### config.mk
export PLATFORM = sky130hd
export DESIGN_NAME = cgra_col_sequencer_flat
export DESIGN_NICKNAME = d
export VERILOG_FILES = /design/src/rtl/cgra_pkg.sv /design/src/rtl/cgra_col_sequencer_if.sv /design/src/rtl/cgra_sat_counter.sv /design/src/rtl/cgra_col_sequencer.sv /design/src/flat_wrapper.sv
export SDC_FILE = /design/constraint.sdc
export NUM_CORES = 1
export LEC_CHECK = 0
export BUFFER_PORTS_ARGS = -buffer_cell sky130_fd_sc_hd__buf_2
export CAP_MARGIN = 20
export CELL_PAD_IN_SITES_DETAIL_PLACEMENT = 0
export CELL_PAD_IN_SITES_GLOBAL_PLACEMENT = 1
export CORE_ASPECT_RATIO = 1.2
export CORE_MARGIN = 4
export CORE_UTILIZATION = 36
export DETAILED_ROUTE_END_ITERATION = 8
export GPL_ROUTABILITY_DRIVEN = 1
export GPL_TIMING_DRIVEN = 0
export PLACE_DENSITY = 0.87
export SETUP_SLACK_MARGIN = 0.05
export SLEW_MARGIN = 20
export SYNTH_ARGS = -nofsm -noshare
export SYNTH_HDL_FRONTEND = slang
export SYNTH_HIERARCHICAL = 1
export SYNTH_SLANG_ARGS = --single-unit
### constraint.sdc
create_clock -name clk_i -period 2.6 [get_ports clk_i]
set_input_delay 0.26 -clock clk_i [delete_from_list [all_inputs] [get_ports clk_i]]
set_output_delay 0.26 -clock clk_i [all_outputs]
set_load 0.02 [all_outputs]
### src/rtl/cgra_pkg.sv
// Shared CGRA types and constants for the column sequencer.
// Contents: config-memory geometry, counter width, sequencer FSM state type.
package cgra_pkg;

    localparam int RCS_NUM_CREG      = 16;
    localparam int RCS_NUM_CREG_LOG2 = 4;
    localparam int SEQ_CNT_WIDTH     = 32;

    typedef enum logic [2:0] {
        SEQ_IDLE,
        SEQ_CLR,
        SEQ_FETCH,
        SEQ_EXEC,
        SEQ_DONE
    } seq_state_t;

endpackage

### src/rtl/cgra_col_sequencer_if.sv
// Array-side bundle of the column sequencer.
// master: sequencer (drives rst_col/conf_re/pc/pc_en); slave: RC array.
interface cgra_col_sequencer_if;
    import cgra_pkg::*;

    logic                         stall_i;
    logic                         br_req_i;
    logic [RCS_NUM_CREG_LOG2-1:0] br_add_i;
    logic                         exec_end_i;
    logic                         rst_col_o;
    logic                         conf_re_o;
    logic [RCS_NUM_CREG_LOG2-1:0] pc_o;
    logic                         pc_en_o;

    modport master (
        input  stall_i,
        input  br_req_i,
        input  br_add_i,
        input  exec_end_i,
        output rst_col_o,
        output conf_re_o,
        output pc_o,
        output pc_en_o
    );

    modport slave (
        output stall_i,
        output br_req_i,
        output br_add_i,
        output exec_end_i,
        input  rst_col_o,
        input  conf_re_o,
        input  pc_o,
        input  pc_en_o
    );

endinterface

### src/rtl/cgra_sat_counter.sv
// Saturating up-counter with synchronous clear (clear wins over increment).
// Ports: clk_i, clr_i, inc_i, cnt_o[W-1:0].
module cgra_sat_counter #(
    parameter int W = 32
) (
    input  logic         clk_i,
    input  logic         clr_i,
    input  logic         inc_i,
    output logic [W-1:0] cnt_o
);

    always_ff @(posedge clk_i) begin
        if (clr_i) begin
            cnt_o <= '0;
        end else if (inc_i && (cnt_o != '1)) begin
            cnt_o <= cnt_o + 1'b1;
        end
    end

endmodule

### src/rtl/cgra_col_sequencer.sv
// Per-column program sequencer: clear, fetch, execute, branch/end resolution.
// Ports: clk_i, rst_i, start_i, start_pc_i, abort_i, arr (array bundle),
//        busy_o, done_o, aborted_o, err_o, cycle_cnt_o, stall_cnt_o.
module cgra_col_sequencer
    import cgra_pkg::*;
#(
    parameter int CNT_WIDTH = SEQ_CNT_WIDTH
) (
    input  logic                         clk_i,
    input  logic                         rst_i,
    input  logic                         start_i,
    input  logic [RCS_NUM_CREG_LOG2-1:0] start_pc_i,
    input  logic                         abort_i,
    cgra_col_sequencer_if.master         arr,
    output logic                         busy_o,
    output logic                         done_o,
    output logic                         aborted_o,
    output logic                         err_o,
    output logic [CNT_WIDTH-1:0]         cycle_cnt_o,
    output logic [CNT_WIDTH-1:0]         stall_cnt_o
);

    localparam int PW = RCS_NUM_CREG_LOG2;
    localparam logic [PW-1:0] PC_MAX = PW'(RCS_NUM_CREG - 1);

    seq_state_t    state_q;
    logic [PW-1:0] pc_q;
    logic          rst_col_q;
    logic          conf_re_q;
    logic          done_q;
    logic          aborted_q;
    logic          busy_q;
    logic          err_q;

    logic          start_ok;
    logic          kill;
    logic          cnt_clr;
    logic          cyc_inc;
    logic          stl_inc;

    assign start_ok = (state_q == SEQ_IDLE) && start_i;
    assign kill     = (state_q != SEQ_IDLE) && abort_i;

    // Outputs are registered alongside the state transition so that each
    // strobe lines up with the state it belongs to.
    always_ff @(posedge clk_i) begin
        if (rst_i) begin
            state_q   <= SEQ_IDLE;
            pc_q      <= '0;
            err_q     <= 1'b0;
            rst_col_q <= 1'b0;
            conf_re_q <= 1'b0;
            done_q    <= 1'b0;
            aborted_q <= 1'b0;
            busy_q    <= 1'b0;
        end else begin
            rst_col_q <= 1'b0;
            conf_re_q <= 1'b0;
            done_q    <= 1'b0;
            aborted_q <= 1'b0;
            if (kill) begin
                state_q   <= SEQ_IDLE;
                aborted_q <= 1'b1;
                busy_q    <= 1'b0;
            end else begin
                unique case (state_q)
                    SEQ_IDLE: begin
                        if (start_i) begin
                            pc_q      <= start_pc_i;
                            err_q     <= 1'b0;
                            state_q   <= SEQ_CLR;
                            rst_col_q <= 1'b1;
                            busy_q    <= 1'b1;
                        end
                    end
                    SEQ_CLR: begin
                        state_q   <= SEQ_FETCH;
                        conf_re_q <= 1'b1;
                    end
                    SEQ_FETCH: begin
                        state_q <= SEQ_EXEC;
                    end
                    SEQ_EXEC: begin
                        if (!arr.stall_i) begin
                            // Branch outranks end when both arrive together.
                            if (arr.br_req_i) begin
                                pc_q      <= arr.br_add_i;
                                state_q   <= SEQ_FETCH;
                                conf_re_q <= 1'b1;
                            end else if (arr.exec_end_i) begin
                                state_q <= SEQ_DONE;
                                done_q  <= 1'b1;
                            end else begin
                                if (pc_q == PC_MAX) begin
                                    pc_q  <= '0;
                                    err_q <= 1'b1;
                                end else begin
                                    pc_q <= pc_q + 1'b1;
                                end
                                state_q   <= SEQ_FETCH;
                                conf_re_q <= 1'b1;
                            end
                        end
                    end
                    SEQ_DONE: begin
                        state_q <= SEQ_IDLE;
                        busy_q  <= 1'b0;
                    end
                    default: begin
                        state_q <= SEQ_IDLE;
                        busy_q  <= 1'b0;
                    end
                endcase
            end
        end
    end

    assign cnt_clr = rst_i || start_ok;
    assign cyc_inc = (state_q == SEQ_FETCH) || (state_q == SEQ_EXEC);
    assign stl_inc = (state_q == SEQ_EXEC) && arr.stall_i;

    cgra_sat_counter #(.W(CNT_WIDTH)) u_cyc_cnt (
        .clk_i (clk_i),
        .clr_i (cnt_clr),
        .inc_i (cyc_inc),
        .cnt_o (cycle_cnt_o)
    );

    cgra_sat_counter #(.W(CNT_WIDTH)) u_stl_cnt (
        .clk_i (clk_i),
        .clr_i (cnt_clr),
        .inc_i (stl_inc),
        .cnt_o (stall_cnt_o)
    );

    // The only combinational output: commit strobe in an unstalled,
    // non-aborted EXEC cycle.
    assign arr.pc_en_o   = (state_q == SEQ_EXEC) && !arr.stall_i && !abort_i;
    assign arr.rst_col_o = rst_col_q;
    assign arr.conf_re_o = conf_re_q;
    assign arr.pc_o      = pc_q;
    assign busy_o        = busy_q;
    assign done_o        = done_q;
    assign aborted_o     = aborted_q;
    assign err_o         = err_q;

endmodule

### src/flat_wrapper.sv
// flat-port wrapper written by rule: the top's interface ports become plain ports
module cgra_col_sequencer_flat import cgra_pkg::*;
#(
    parameter int CNT_WIDTH = SEQ_CNT_WIDTH
)
  (clk_i, rst_i, start_i, start_pc_i, abort_i, busy_o, done_o, aborted_o, err_o, cycle_cnt_o, stall_cnt_o, arr_stall_i, arr_br_req_i, arr_br_add_i, arr_exec_end_i, arr_rst_col_o, arr_conf_re_o, arr_pc_o, arr_pc_en_o);
  cgra_col_sequencer_if arr_i ();
  input  logic clk_i;
  input  logic rst_i;
  input  logic start_i;
  input  logic [RCS_NUM_CREG_LOG2-1:0] start_pc_i;
  input  logic abort_i;
  output logic busy_o;
  output logic done_o;
  output logic aborted_o;
  output logic err_o;
  output logic [CNT_WIDTH-1:0] cycle_cnt_o;
  output logic [CNT_WIDTH-1:0] stall_cnt_o;
  input wire logic [$bits(arr_i.stall_i)-1:0] arr_stall_i;
  input wire logic [$bits(arr_i.br_req_i)-1:0] arr_br_req_i;
  input wire logic [$bits(arr_i.br_add_i)-1:0] arr_br_add_i;
  input wire logic [$bits(arr_i.exec_end_i)-1:0] arr_exec_end_i;
  output wire logic [$bits(arr_i.rst_col_o)-1:0] arr_rst_col_o;
  output wire logic [$bits(arr_i.conf_re_o)-1:0] arr_conf_re_o;
  output wire logic [$bits(arr_i.pc_o)-1:0] arr_pc_o;
  output wire logic [$bits(arr_i.pc_en_o)-1:0] arr_pc_en_o;
  assign arr_i.stall_i = arr_stall_i;
  assign arr_i.br_req_i = arr_br_req_i;
  assign arr_i.br_add_i = arr_br_add_i;
  assign arr_i.exec_end_i = arr_exec_end_i;
  assign arr_rst_col_o = arr_i.rst_col_o;
  assign arr_conf_re_o = arr_i.conf_re_o;
  assign arr_pc_o = arr_i.pc_o;
  assign arr_pc_en_o = arr_i.pc_en_o;
  cgra_col_sequencer #(.CNT_WIDTH(CNT_WIDTH)) u_core (.clk_i(clk_i), .rst_i(rst_i), .start_i(start_i), .start_pc_i(start_pc_i), .abort_i(abort_i), .arr(arr_i), .busy_o(busy_o), .done_o(done_o), .aborted_o(aborted_o), .err_o(err_o), .cycle_cnt_o(cycle_cnt_o), .stall_cnt_o(stall_cnt_o));
endmodule
After elaboration in Yosys (flattened, before gate mapping)

Index checks and enable logic that the tools add are counted.

Add/sub/neg operators: 3
Eq/ne operators: 12
Multiplexer cells: 26
Bitwise gates (word level): 4
Reductions and logical operators: 22

Operators with widths:

| kind                                                 | count |
|---|---|
| adder 32 x 1 -> 32 bit (second input constant)       | 2 |
| inequality test 32 bit (second input constant)       | 2 |
| 2-to-1 mux 4 bit                                     | 5 |
| 2-to-1 mux 1 bit                                     | 12 |
| 2-to-1 mux 3 bit                                     | 4 |
| one-hot mux 3 bit (4 select lines)                   | 1 |
| inequality test 2 bit (second input constant)        | 4 |
| one-hot mux 4 bit (2 select lines)                   | 1 |
| logical AND 1 bit                                    | 7 |
| AND reduction 7 bit                                  | 1 |
| equality test 3 x 2 -> 1 bit (second input constant) | 2 |
| one-hot mux 1 bit (2 select lines)                   | 3 |
| OR reduction 3 bit                                   | 2 |
| AND reduction 5 bit                                  | 1 |
| OR reduction 5 bit                                   | 1 |
| adder 4 x 1 -> 4 bit (second input constant)         | 1 |
| equality test 4 bit (second input constant)          | 1 |
| NOT 1 bit                                            | 4 |
| AND reduction 2 bit                                  | 2 |
| equality test 3 x 1 -> 1 bit (second input constant) | 1 |
| logical NOT 3 bit                                    | 1 |
| inequality test 3 bit (second input constant)        | 1 |
| nonzero test 3 bit                                   | 1 |
| logical NOT 1 bit                                    | 2 |
| 4 further kinds                                      | 5 |

Register bits: 77
Bits of input ports: 15
Output and inout port bits: 75
Word-level logic and storage cells: 77

Logic depth before layout (Yosys ltp)

Gate-level depths: netlist of the first run.

Word-level depth: 6
Mapped depth: 8
Gate-level depth less buffers: 7

By module

The synthesis of the first run kept the hierarchy.

By module, submodules not included:

| module                              | instances | cells each | area each (um^2) | seq. area each (um^2) |
|---|---|---|---|---|
| cgra_sat_counter (u_core.u_cyc_cnt) | 1         | 199        | 1,674.1          | 640.6 |
| cgra_sat_counter (u_core.u_stl_cnt) | 1         | 187        | 1,606.5          | 640.6 |
| cgra_col_sequencer                  | 1         | 78         | 673.1            | 260.2 |

Worst setup path after synthesis of the first run

No wires, ideal clock.

Path kind: register to register
Start point: register u_core.state_q[2]
End point: register u_core.u_stl_cnt.cnt_o[30]
Setup time: 0.070 ns
Arrival time: 2.348 ns
Required time: 2.530 ns
Setup slack: 0.181 ns
Cell stages (with the launch flop): 9
Path buffers: 1
Clock period less this slack: 2.419 ns
Cell sequence: dfxtp_1 -> and3b_1 -> clkbuf_1 -> and2_1 -> inv_1 -> nor4_2 -> o21ai_2 -> or4_1 -> a21oi_1

Cells in the longest elaborated chain, start to end: 3
Elaborated cells on any way between the ends: 6
Those cells by class: eq/ne: 1; reduce/logical: 5

RTL lines:

| item                         | RTL line                  | RTL |
|---|---|---|
| start, declared              | cgra_col_sequencer.sv:26  | `seq_state_t state_q;` |
| start signal, assigned       | cgra_col_sequencer.sv:48  | `state_q <= SEQ_IDLE;` |
| start signal, assigned       | cgra_col_sequencer.sv:62  | `state_q <= SEQ_IDLE;` |
| start signal, assigned       | cgra_col_sequencer.sv:71  | `state_q <= SEQ_CLR;` |
| equality test 3 x 2 -> 1 bit | cgra_col_sequencer.sv:120 | `assign stl_inc = (state_q == SEQ_EXEC) && arr.stall_i;` |
| logical AND 1 bit            | cgra_col_sequencer.sv:120 |  |
| named net u_core.stl_inc     | cgra_col_sequencer.sv:39  | `logic stl_inc;` |
| logical AND 1 bit            | cgra_sat_counter.sv:15    | `end else if (inc_i && (cnt_o != '1)) begin` |
| end signal, assigned         | cgra_sat_counter.sv:16    | `cnt_o <= cnt_o + 1'b1;` |
| end, declared                | cgra_sat_counter.sv:9     | `output logic [W-1:0] cnt_o` |

The timed path passes the listed nets, and every way through them passes these cells.
A chain may end at the register's enable or synchronous reset.

Final worst setup path of the first run

Start point: register u_core.u_cyc_cnt.cnt_o[13]
End point: register u_core.u_cyc_cnt.cnt_o[30]

Cells in the longest elaborated chain, start to end: 2
Elaborated cells on any way between the ends: 3
Those cells by class: add/sub: 1; eq/ne: 1; reduce/logical: 1

RTL lines:

| item                                                                           | RTL line |
|---|---|
| start, declared                                                                | cgra_sat_counter.sv:9 |
| start signal, assigned                                                         | cgra_sat_counter.sv:16 |
| parallel branches: the longest is 2 deep, another holds adder 32 x 1 -> 32 bit | -- |

Several ways; the timed one is not identified.

==> qor.txt, run 1 <==
Final #Nets -> 582
die outline area -> 12700 sq um
max_cap viols -> 0
clock sink count -> 77
largest cells by area after synthesis -> sky130_fd_sc_hd__dfxtp_1, sky130_fd_sc_hd__a21oi_1, sky130_fd_sc_hd__or3_1
Critical Path Fanout Max -> 9
Synth Register Bits -> 77
ANT cells -> 0
Remaining DRCs -> 0
cell taking the most area after synthesis -> sky130_fd_sc_hd__dfxtp_1
max-slew headroom at the worst pin -> 54.1%
Mapped Nets -> 482
fraction of registers with async set/reset -> 0%
startpoint of the lowest-slack hold path -> abort_i
fraction of the cycle the final worst path needs -> 91.8%
endpoint of the lowest-slack register-to-register path -> u_core/u_cyc_cnt/cnt_o[30]$_SDFFE_PP0P_
number of synthesized flops with an enable pin -> 0
list of most frequent post-synthesis cells -> sky130_fd_sc_hd__dfxtp_1, sky130_fd_sc_hd__a21oi_1, sky130_fd_sc_hd__nor2_1
sequence of cells on the critical path -> nand3_2 -> or3_1 -> clkbuf_1 -> or3_4 -> or4_1 -> a21oi_1
Total Negative Setup Slacks -> 0 ns
number of placement rows -> 41
gr ovfl total -> 0
number of failing setup endpoints in the final timing report -> 0
time the final worst path needs with I/O delays and setup -> 2.39 ns
TritonCTS buffer count -> 9
number of hold-repair buffers added at the cts stage -> 0
post-layout worst setup margin -> 0.214 ns
type of the most critical hold path -> primary input to register
clock-pin slew on the worst setup and hold paths -> 0.07 ns
antenna violations before repair -> 0
setup repair after global routing missed its margin -> no
number of warnings issued by yosys -> 6
Hold Path End -> u_core/aborted_o$_SDFF_PP0_
leading cell type by number of instances after synthesis -> sky130_fd_sc_hd__dfxtp_1
pin count of the biggest net entering global routing -> 14
Leakage Power -> 0.00185 uW
Fillers -> 1068
cell area power density -> 584 nW/um^2
fraction of the yosys area taken by sequential cells -> 39.0%
endpoint required time on the critical path -> 2.86 ns
share of the synthesized area in the top cell type -> 39.0%
count of nets left with antenna violations after detail routing -> 0
Port Buffer Count -> 87
element type at the critical path end -> register
first-pass GRT wire length -> 18400 um
DR vias -> 4032
final routed wire length divided by cell count -> 15.8 um
maximum level of the CTS H-tree -> 3
final core utilization -> 46.7%
worst reg2reg setup slack -> 0.21 ns
Max clock buf depth -> 2
syn avg cell area -> 8.52 sq um
pin slew with the least headroom to its limit -> 0.683 ns
drt first-iter violations -> 218
count of endpoints failing hold in the final timing report -> 0
number of buffer and inverter stages on the critical path -> 1
Worst Path Class, Setup -> register to register
detailed placer's ending HPWL -> 7940 um
instance count of the mapped netlist -> 464
floorplan die height -> 123 um
Most used DFF post-synth -> sky130_fd_sc_hd__dfxtp_1
Worst Reg-to-Reg Cells -> 6
combined area of all synthesized cells -> 3950 sq um
ratio of cells with drive above 1 in the final layout -> 24.8%
die outline width -> 104 um
IO Count -> 90
GRT Util Overall -> 17.3%
worst hold stages -> 3
worst path arrival time -> 2.65 ns
Clock Skew -> 0.0110 ns
Routed Wire Length -> 11000 um
Final Max Slew Viols -> 0
CTS Root Cell -> sky130_fd_sc_hd__clkbuf_16
Setup Slack @ Placement -> -0.376 ns
launching point of the worst reg2reg path -> u_core/u_cyc_cnt/cnt_o[13]$_SDFFE_PP0P_
area growth from synthesis to layout -> 25.5%
number of global-route vias before repair -> 3843
Core Area -> 10600 sq um
initial cell density of the core -> 37.2%
Design Power -> 2900 uW
worst slack on hold paths -> 0.180 ns
RD Place Congestion -> 0.841
clock insertion delay at the later pin of the skew report -> 0.33 ns
result of the run -> complete, no violations
TritonCTS clock tree -> yes
Netlist cell types -> 60
slowest stage cell on the critical path -> sky130_fd_sc_hd__or4_1
Worst setup SP type -> register
Max Clock Freq -> 419 MHz
DR pass1 iterations -> 5
delay of the slowest critical-path stage -> 0.48 ns
kind of cell with the highest combined delay on the critical path -> simple AND/OR/NAND/NOR gates
Vias per Instance -> 5.78
IR Drop Worst-Case VDD -> 326 uV
-- cells by family (layout without fill, tap and decap cells) --
kind of cell	after synthesis	count (layout)	synth area share, %
AO/OA/AOI/OAI	117	117	19.5
XOR/XNOR	16	16	3.54
adder cells (fa/ha/maj)	3	3	0.949
buffers and inverters	26	131	3.13
flip-flops	77	77	39.0
multiplexers	7	7	1.87
AND/OR/NAND/NOR	218	218	32.0
-- worst register-to-register path, stage by stage (launching register included) --
cell and delay, ns:
sky130_fd_sc_hd__dfxtp_1 0.44, sky130_fd_sc_hd__nand3_2 0.17, sky130_fd_sc_hd__or3_1 0.38, sky130_fd_sc_hd__clkbuf_1 0.25, sky130_fd_sc_hd__or3_4 0.45, sky130_fd_sc_hd__or4_1 0.48, sky130_fd_sc_hd__a21oi_1 0.15
-- state kept, by name, summed over array words and instances, names as in the netlist --
register                flops
u_core/u_cyc_cnt/cnt_o     32
u_core/u_stl_cnt/cnt_o     32
u_core/arr.pc_o             4
u_core/state_q              3
u_core/aborted_o            1
u_core/arr.conf_re_o        1
u_core/arr.rst_col_o        1
u_core/busy_o               1
u_core/done_o               1
u_core/err_o                1
-- worst max-delay path by stage --
stage	start	end	slack, ns	depth (start not counted)
4_1_cts	u_core/state_q[1]$_SDFFE_PP0P_	u_core/u_cyc_cnt/cnt_o[31]$_SDFFE_PP0P_	0.07	6
3_5_place_dp	u_core/state_q[1]$_SDFFE_PP0P_	u_core/u_cyc_cnt/cnt_o[31]$_SDFFE_PP0P_	-0.38	6
2_1_floorplan	u_core/state_q[2]$_SDFFE_PP0P_	u_core/u_stl_cnt/cnt_o[30]$_SDFFE_PP0P_	0.18	8
3_3_place_gp	u_core/state_q[1]$_SDFFE_PP0P_	u_core/u_cyc_cnt/cnt_o[31]$_SDFFE_PP0P_	-0.36	6
6_report	u_core/u_cyc_cnt/cnt_o[13]$_SDFFE_PP0P_	u_core/u_cyc_cnt/cnt_o[30]$_SDFFE_PP0P_	0.21	6
5_1_grt	u_core/state_q[1]$_SDFFE_PP0P_	u_core/u_cyc_cnt/cnt_o[31]$_SDFFE_PP0P_	0.07	6
-- area by class of cell --
class	count	area (sq um)	area share [%]
Multi-Input combinational cell	361	2320	46.8
Inverter	4	15.0	0.303
Timing Repair Buffer	90	458	9.23
Sequential cell	77	1540	31.1
Tap cell	129	161	3.25
Clock inverter	6	110	2.22
Buffer	21	114	2.30
Clock buffer	10	239	4.82
-- repair_timing --
action / CTS / global route
endpoints found under the setup margin: 21 / 20
pin swaps: 1 / 3
gates resized for setup: 6 / 7
setup buffers: 1 / 2
gates cloned: 0 / 0
-- per-layer routing --
metal  part of all wire [%]  GRT usage (%)  up-vias
met1                     44           21.6     1944
met2                     49           29.5      113
met3                    6.0           4.00       10
met4                    1.0           6.23        0
li1                       -              -     1965
met5                      0              0        -
-- through the flow --
| step | instances | cell area (sq um) |
|---|---|---|
| 3_3_place_gp | 680 | 4550 |
| 2_1_floorplan | 464 | 3950 |
| 6_report | 698 | 4960 |
| 3_5_place_dp | 680 | 4550 |
| 4_1_cts | 696 | 4930 |
| 5_1_grt | 698 | 4960 |
-- power by group --
part,switching [uW],internal (uW)
clock network,507,963
logic,131,73.8
registers,22.8,1200
-- layout by cell type (no fill, tap or decap), types with 3 or more instances in the layout --
cell type,synthesis,routed
sky130_fd_sc_hd__nor3b_1,3,3
sky130_fd_sc_hd__nor4_1,8,7
sky130_fd_sc_hd__buf_4,1,4
sky130_fd_sc_hd__nor3_1,5,5
sky130_fd_sc_hd__o21ai_1,7,7
sky130_fd_sc_hd__clkbuf_16,0,9
sky130_fd_sc_hd__nand4_1,16,16
sky130_fd_sc_hd__or4_1,15,15
sky130_fd_sc_hd__o2111ai_1,4,4
sky130_fd_sc_hd__dfxtp_1,77,77
sky130_fd_sc_hd__nor2b_1,7,6
sky130_fd_sc_hd__and2_1,5,4
sky130_fd_sc_hd__nand2b_1,5,5
sky130_fd_sc_hd__ha_1,3,3
sky130_fd_sc_hd__a31oi_1,3,3
sky130_fd_sc_hd__and4_1,7,7
sky130_fd_sc_hd__xor2_1,8,8
sky130_fd_sc_hd__o21ai_0,23,23
sky130_fd_sc_hd__a21oi_1,46,46
sky130_fd_sc_hd__or3_1,29,29
sky130_fd_sc_hd__inv_1,4,4
sky130_fd_sc_hd__xnor2_1,8,8
sky130_fd_sc_hd__buf_2,6,91
sky130_fd_sc_hd__clkbuf_1,12,8
sky130_fd_sc_hd__mux2i_1,4,4
sky130_fd_sc_hd__a211oi_1,3,3
sky130_fd_sc_hd__nand2_1,22,22
sky130_fd_sc_hd__o31ai_1,15,15
sky130_fd_sc_hd__and3_1,9,9
sky130_fd_sc_hd__bufinv_16,0,3
sky130_fd_sc_hd__nor2_1,40,40
sky130_fd_sc_hd__clkbuf_2,0,3
sky130_fd_sc_hd__nand3_1,31,30
Power figures use the tool's default switching activity.
==> run 2, diff against run 1 <==
- CAP_MARGIN: 20 -> not set
- SYNTH_HIERARCHICAL: 1 -> not set
==> run 2 against run 1 <==
Compared with the run above: first-iteration DRC count is 36% lower; sequential power hardly changed; die area is 1.2% higher; clock power is 12% lower; final cell count is 3.3% higher; final area is 0.61% lower; sequential share of layout area is 0.19 points higher; global-route usage is 0.81 points higher; wire length is 5.9% higher; synthesized area is 1.3% higher; hold slack better by 0.016 ns; critical path type unchanged; highest routed layer unchanged.
==> qor.txt, run 2 <==
initial cell density of the core -> 37.4% (was 37.2%)
first-pass GRT wire length -> 19100 um (was 18400 um)
setup repair after global routing missed its margin -> no (unchanged)
Leakage Power -> 0.00198 uW (was 0.00185 uW)
CTS Root Cell -> sky130_fd_sc_hd__clkbuf_16 (unchanged)
combined area of all synthesized cells -> 4010 sq um (was 3950 sq um)
Vias per Instance -> 5.68 (was 5.78)
DR pass1 iterations -> 4 (was 5)
most common cell after layout, fill and taps aside -> sky130_fd_sc_hd__buf_2 (unchanged)
fraction of the cycle the final worst path needs -> 90.3% (was 91.8%)
Max Clock Freq -> 426 MHz (was 419 MHz)
TritonCTS buffer count -> 9 (unchanged)
Fillers -> 1113 (was 1068)
instance count of the mapped netlist -> 490 (was 464)
TritonCTS clock tree -> yes (unchanged)
GRT Util Overall -> 18.1% (was 17.3%)
internal power consumption -> 2090 uW (was 2240 uW)
clock sink count -> 77 (unchanged)
cell taking the most area after synthesis -> sky130_fd_sc_hd__dfxtp_1 (unchanged)
clock-pin slew on the worst setup and hold paths -> 0.06 ns (was 0.07 ns)
slowest stage cell on the critical path -> sky130_fd_sc_hd__nor4_2 (was sky130_fd_sc_hd__or4_1)
max_cap viols -> 0 (unchanged)
element type at the critical path end -> register (unchanged)
result of the run -> complete, no violations (unchanged)
syn avg cell area -> 8.17 sq um (was 8.52 sq um)
number of hold-repair buffers added at the cts stage -> 0 (unchanged)
number of placement rows -> 41 (unchanged)
number of synthesized flops with an enable pin -> 0 (unchanged)
Final Max Slew Viols -> 0 (unchanged)
area growth from synthesis to layout -> 23.1% (was 25.5%)
fraction of registers with async set/reset -> 0% (unchanged)
maximum level of the CTS H-tree -> 3 (unchanged)
number of warnings issued by yosys -> 0 (was 6)
Max clock buf depth -> 2 (unchanged)
RD Place Congestion -> 0.849 (was 0.841)
Clock Skew -> 0.00766 ns (was 0.0110 ns)
fraction of the yosys area taken by sequential cells -> 38.5% (was 39.0%)
detailed placer's ending HPWL -> 8630 um (was 7940 um)
final routed wire length divided by cell count -> 16.2 um (was 15.8 um)
worst slack on hold paths -> 0.196 ns (was 0.180 ns)
non-filler cells in the finished layout -> 721 (was 698)
net switching power of the design -> 740 uW (was 661 uW)
Placed Cells -> 707 (was 680)
DR vias -> 4097 (was 4032)
portion of total power attributed to combinational logic -> 11.0% (was 7.1%)
ratio of cells with drive above 1 in the final layout -> 21.5% (was 24.8%)
number of failing setup endpoints in the final timing report -> 0 (unchanged)
Synth Register Bits -> 77 (unchanged)
gr ovfl total -> 0 (unchanged)
antenna violations before repair -> 0 (unchanged)
most frequent cells in the layout -> sky130_fd_sc_hd__buf_2, sky130_fd_sc_hd__dfxtp_1, sky130_fd_sc_hd__nand2_1 (was sky130_fd_sc_hd__buf_2, sky130_fd_sc_hd__dfxtp_1, sky130_fd_sc_hd__a21oi_1)
IR Drop Worst-Case VDD -> 267 uV (was 326 uV)
die outline area -> 12900 sq um (was 12700 sq um)
leading cell type by number of instances after synthesis -> sky130_fd_sc_hd__dfxtp_1 (unchanged)
count of nets left with antenna violations after detail routing -> 0 (unchanged)
Critical Path Fanout Max -> 7 (was 9)
cell area power density -> 574 nW/um^2 (was 584 nW/um^2)
count of endpoints failing hold in the final timing report -> 0 (unchanged)
type of the most critical hold path -> primary input to register (unchanged)
part of the total power dissipated in the clock network -> 45.5% (was 50.7%)
post-CTS resize count -> 1 (was 6)
Routed Wire Length -> 11700 um (was 11000 um)
drt first-iter violations -> 140 (was 218)
Worst Path Class, Setup -> register to register (unchanged)
worst path arrival time -> 2.61 ns (was 2.65 ns)
switching share of power -> 26.2% (was 22.8%)
endpoint required time on the critical path -> 2.87 ns (was 2.86 ns)
floorplan die height -> 124 um (was 123 um)
list of most frequent post-synthesis cells -> sky130_fd_sc_hd__dfxtp_1, sky130_fd_sc_hd__nand2_1, sky130_fd_sc_hd__nor2_1 (was sky130_fd_sc_hd__dfxtp_1, sky130_fd_sc_hd__a21oi_1, sky130_fd_sc_hd__nor2_1)
IO Count -> 90 (unchanged)
buffers inserted by post-CTS timing repair -> 0 (was 1)
number of global-route vias before repair -> 3829 (was 3843)
Netlist cell types -> 61 (was 60)
pin count of the biggest net entering global routing -> 13 (was 14)
Remaining DRCs -> 0 (unchanged)
pin slew with the least headroom to its limit -> 0.659 ns (was 0.683 ns)
register share of total power -> 43.5% (was 42.2%)
Most used DFF post-synth -> sky130_fd_sc_hd__dfxtp_1 (unchanged)
largest cells by area after synthesis -> sky130_fd_sc_hd__dfxtp_1, sky130_fd_sc_hd__nand2_1, sky130_fd_sc_hd__a21oi_1 (was sky130_fd_sc_hd__dfxtp_1, sky130_fd_sc_hd__a21oi_1, sky130_fd_sc_hd__or3_1)
ANT cells -> 0 (unchanged)
clock insertion delay at the later pin of the skew report -> 0.34 ns (was 0.33 ns)
delay of the slowest critical-path stage -> 0.51 ns (was 0.48 ns)
Core Area -> 10700 sq um (was 10600 sq um)
max-slew headroom at the worst pin -> 55.9% (was 54.1%)
Mapped Nets -> 508 (was 482)
share of the synthesized area in the top cell type -> 38.5% (was 39.0%)
Final #Nets -> 607 (was 582)
sequence of cells on the critical path -> ha_1 -> inv_1 -> nor4_2 -> nand4b_1 -> or4_1 -> a21oi_1 (was nand3_2 -> or3_1 -> clkbuf_1 -> or3_4 -> or4_1 -> a21oi_1)
time the final worst path needs with I/O delays and setup -> 2.35 ns (was 2.39 ns)
Port Buffer Count -> 88 (was 87)
die outline width -> 104 um (about the same)
Worst setup SP type -> register (unchanged)
run 2: cell count changes in the layout (fill, tap and decap cells not counted), moves of 7 or more:
cell,previous run,this run
sky130_fd_sc_hd__o211ai_1,1,11
sky130_fd_sc_hd__a21oi_1,46,32
sky130_fd_sc_hd__mux2i_1,4,11
sky130_fd_sc_hd__nand2_1,22,60
sky130_fd_sc_hd__o31ai_1,15,7
sky130_fd_sc_hd__or3_1,29,17
run 2: metrics by stage:
stage | total power [uW] | instance area (sq um) | TNS (ns) | util, % | setup WS, ns
global route | 2940 | 4930 | 0 | 46.0 | 0.0769
global placement | 1560 | 4610 | -0.00121 | 43.0 | -0.00121
CTS | 2840 | 4910 | 0 | 45.8 | 0.0840
finish | 2830 | 4930 | 0 | 46.0 | 0.253
floorplan | 1460 | 4010 | 0 | - | 0.490
detailed placement | 1560 | 4610 | -0.00806 | 43.0 | -0.00453
run 2: critical path, delay by kind of cell (launching register included):
kind,cells,cell delay (ns)
simple gates,3,1.41
flops,1,0.39
fa+ha+maj,1,0.26
compound gates,1,0.15
buf+inv,1,0.07
run 2: cells by family after synthesis:
logic type	share of synthesized area (%)
adder cells (fa/ha/maj)	0.937
flip-flops	38.5
multiplexers	2.75
XOR/XNOR	2.62
AND/OR/NAND/NOR	34.3
AO/OA/AOI/OAI	18.0
buffers and inverters	2.87
run 2: path summary, 6_finish.rpt:
kind,cells after the start,endpoint,start,slack (ns)
max reg2reg,6,u_core.u_cyc_cnt.cnt_o[30]$_SDFFE_PP0P_,u_core.u_cyc_cnt.cnt_o[0]$_SDFFE_PP0P_,0.25
max,6,u_core.u_cyc_cnt.cnt_o[30]$_SDFFE_PP0P_,u_core.u_cyc_cnt.cnt_o[0]$_SDFFE_PP0P_,0.25
min reg2reg,2,u_core.err_o$_SDFFE_PP0P_,u_core.err_o$_SDFFE_PP0P_,0.48
min,3,u_core.arr.pc_o[3]$_SDFFE_PP0P_,start_pc_i[3],0.20
run 2: power groups by stage:
stage,Clock (uW),Combinational (uW),Sequential (uW)
2_1_floorplan,0,182,1270
3_3_place_gp,0,308,1250
3_5_place_dp,0,310,1250
4_1_cts,1300,311,1230
5_1_grt,1360,350,1230
6_report,1290,312,1230
run 2: cell type report:
cell class / instances / area (sq um) / share of cell area (%)
buffer: 19 / 78.8 / 1.60
clock buffer: 11 / 253 / 5.13
clock inverter: 3 / 46.3 / 0.939
inverter: 10 / 37.5 / 0.761
multi-input combinational: 384 / 2370 / 48.1
sequential: 77 / 1540 / 31.3
tap: 129 / 161 / 3.27
timing repair buffer: 88 / 440 / 8.93
run 2: per-layer routing:
layer / wire length [um] / vias to the layer above / GRT usage [%]
met4: 159 / 0 / 6.07
li1: - / 2042 / -
met2: 5750 / 92 / 31.4
met1: 5310 / 1950 / 22.8
met3: 455 / 13 / 3.55
met5: 0 / - / 0
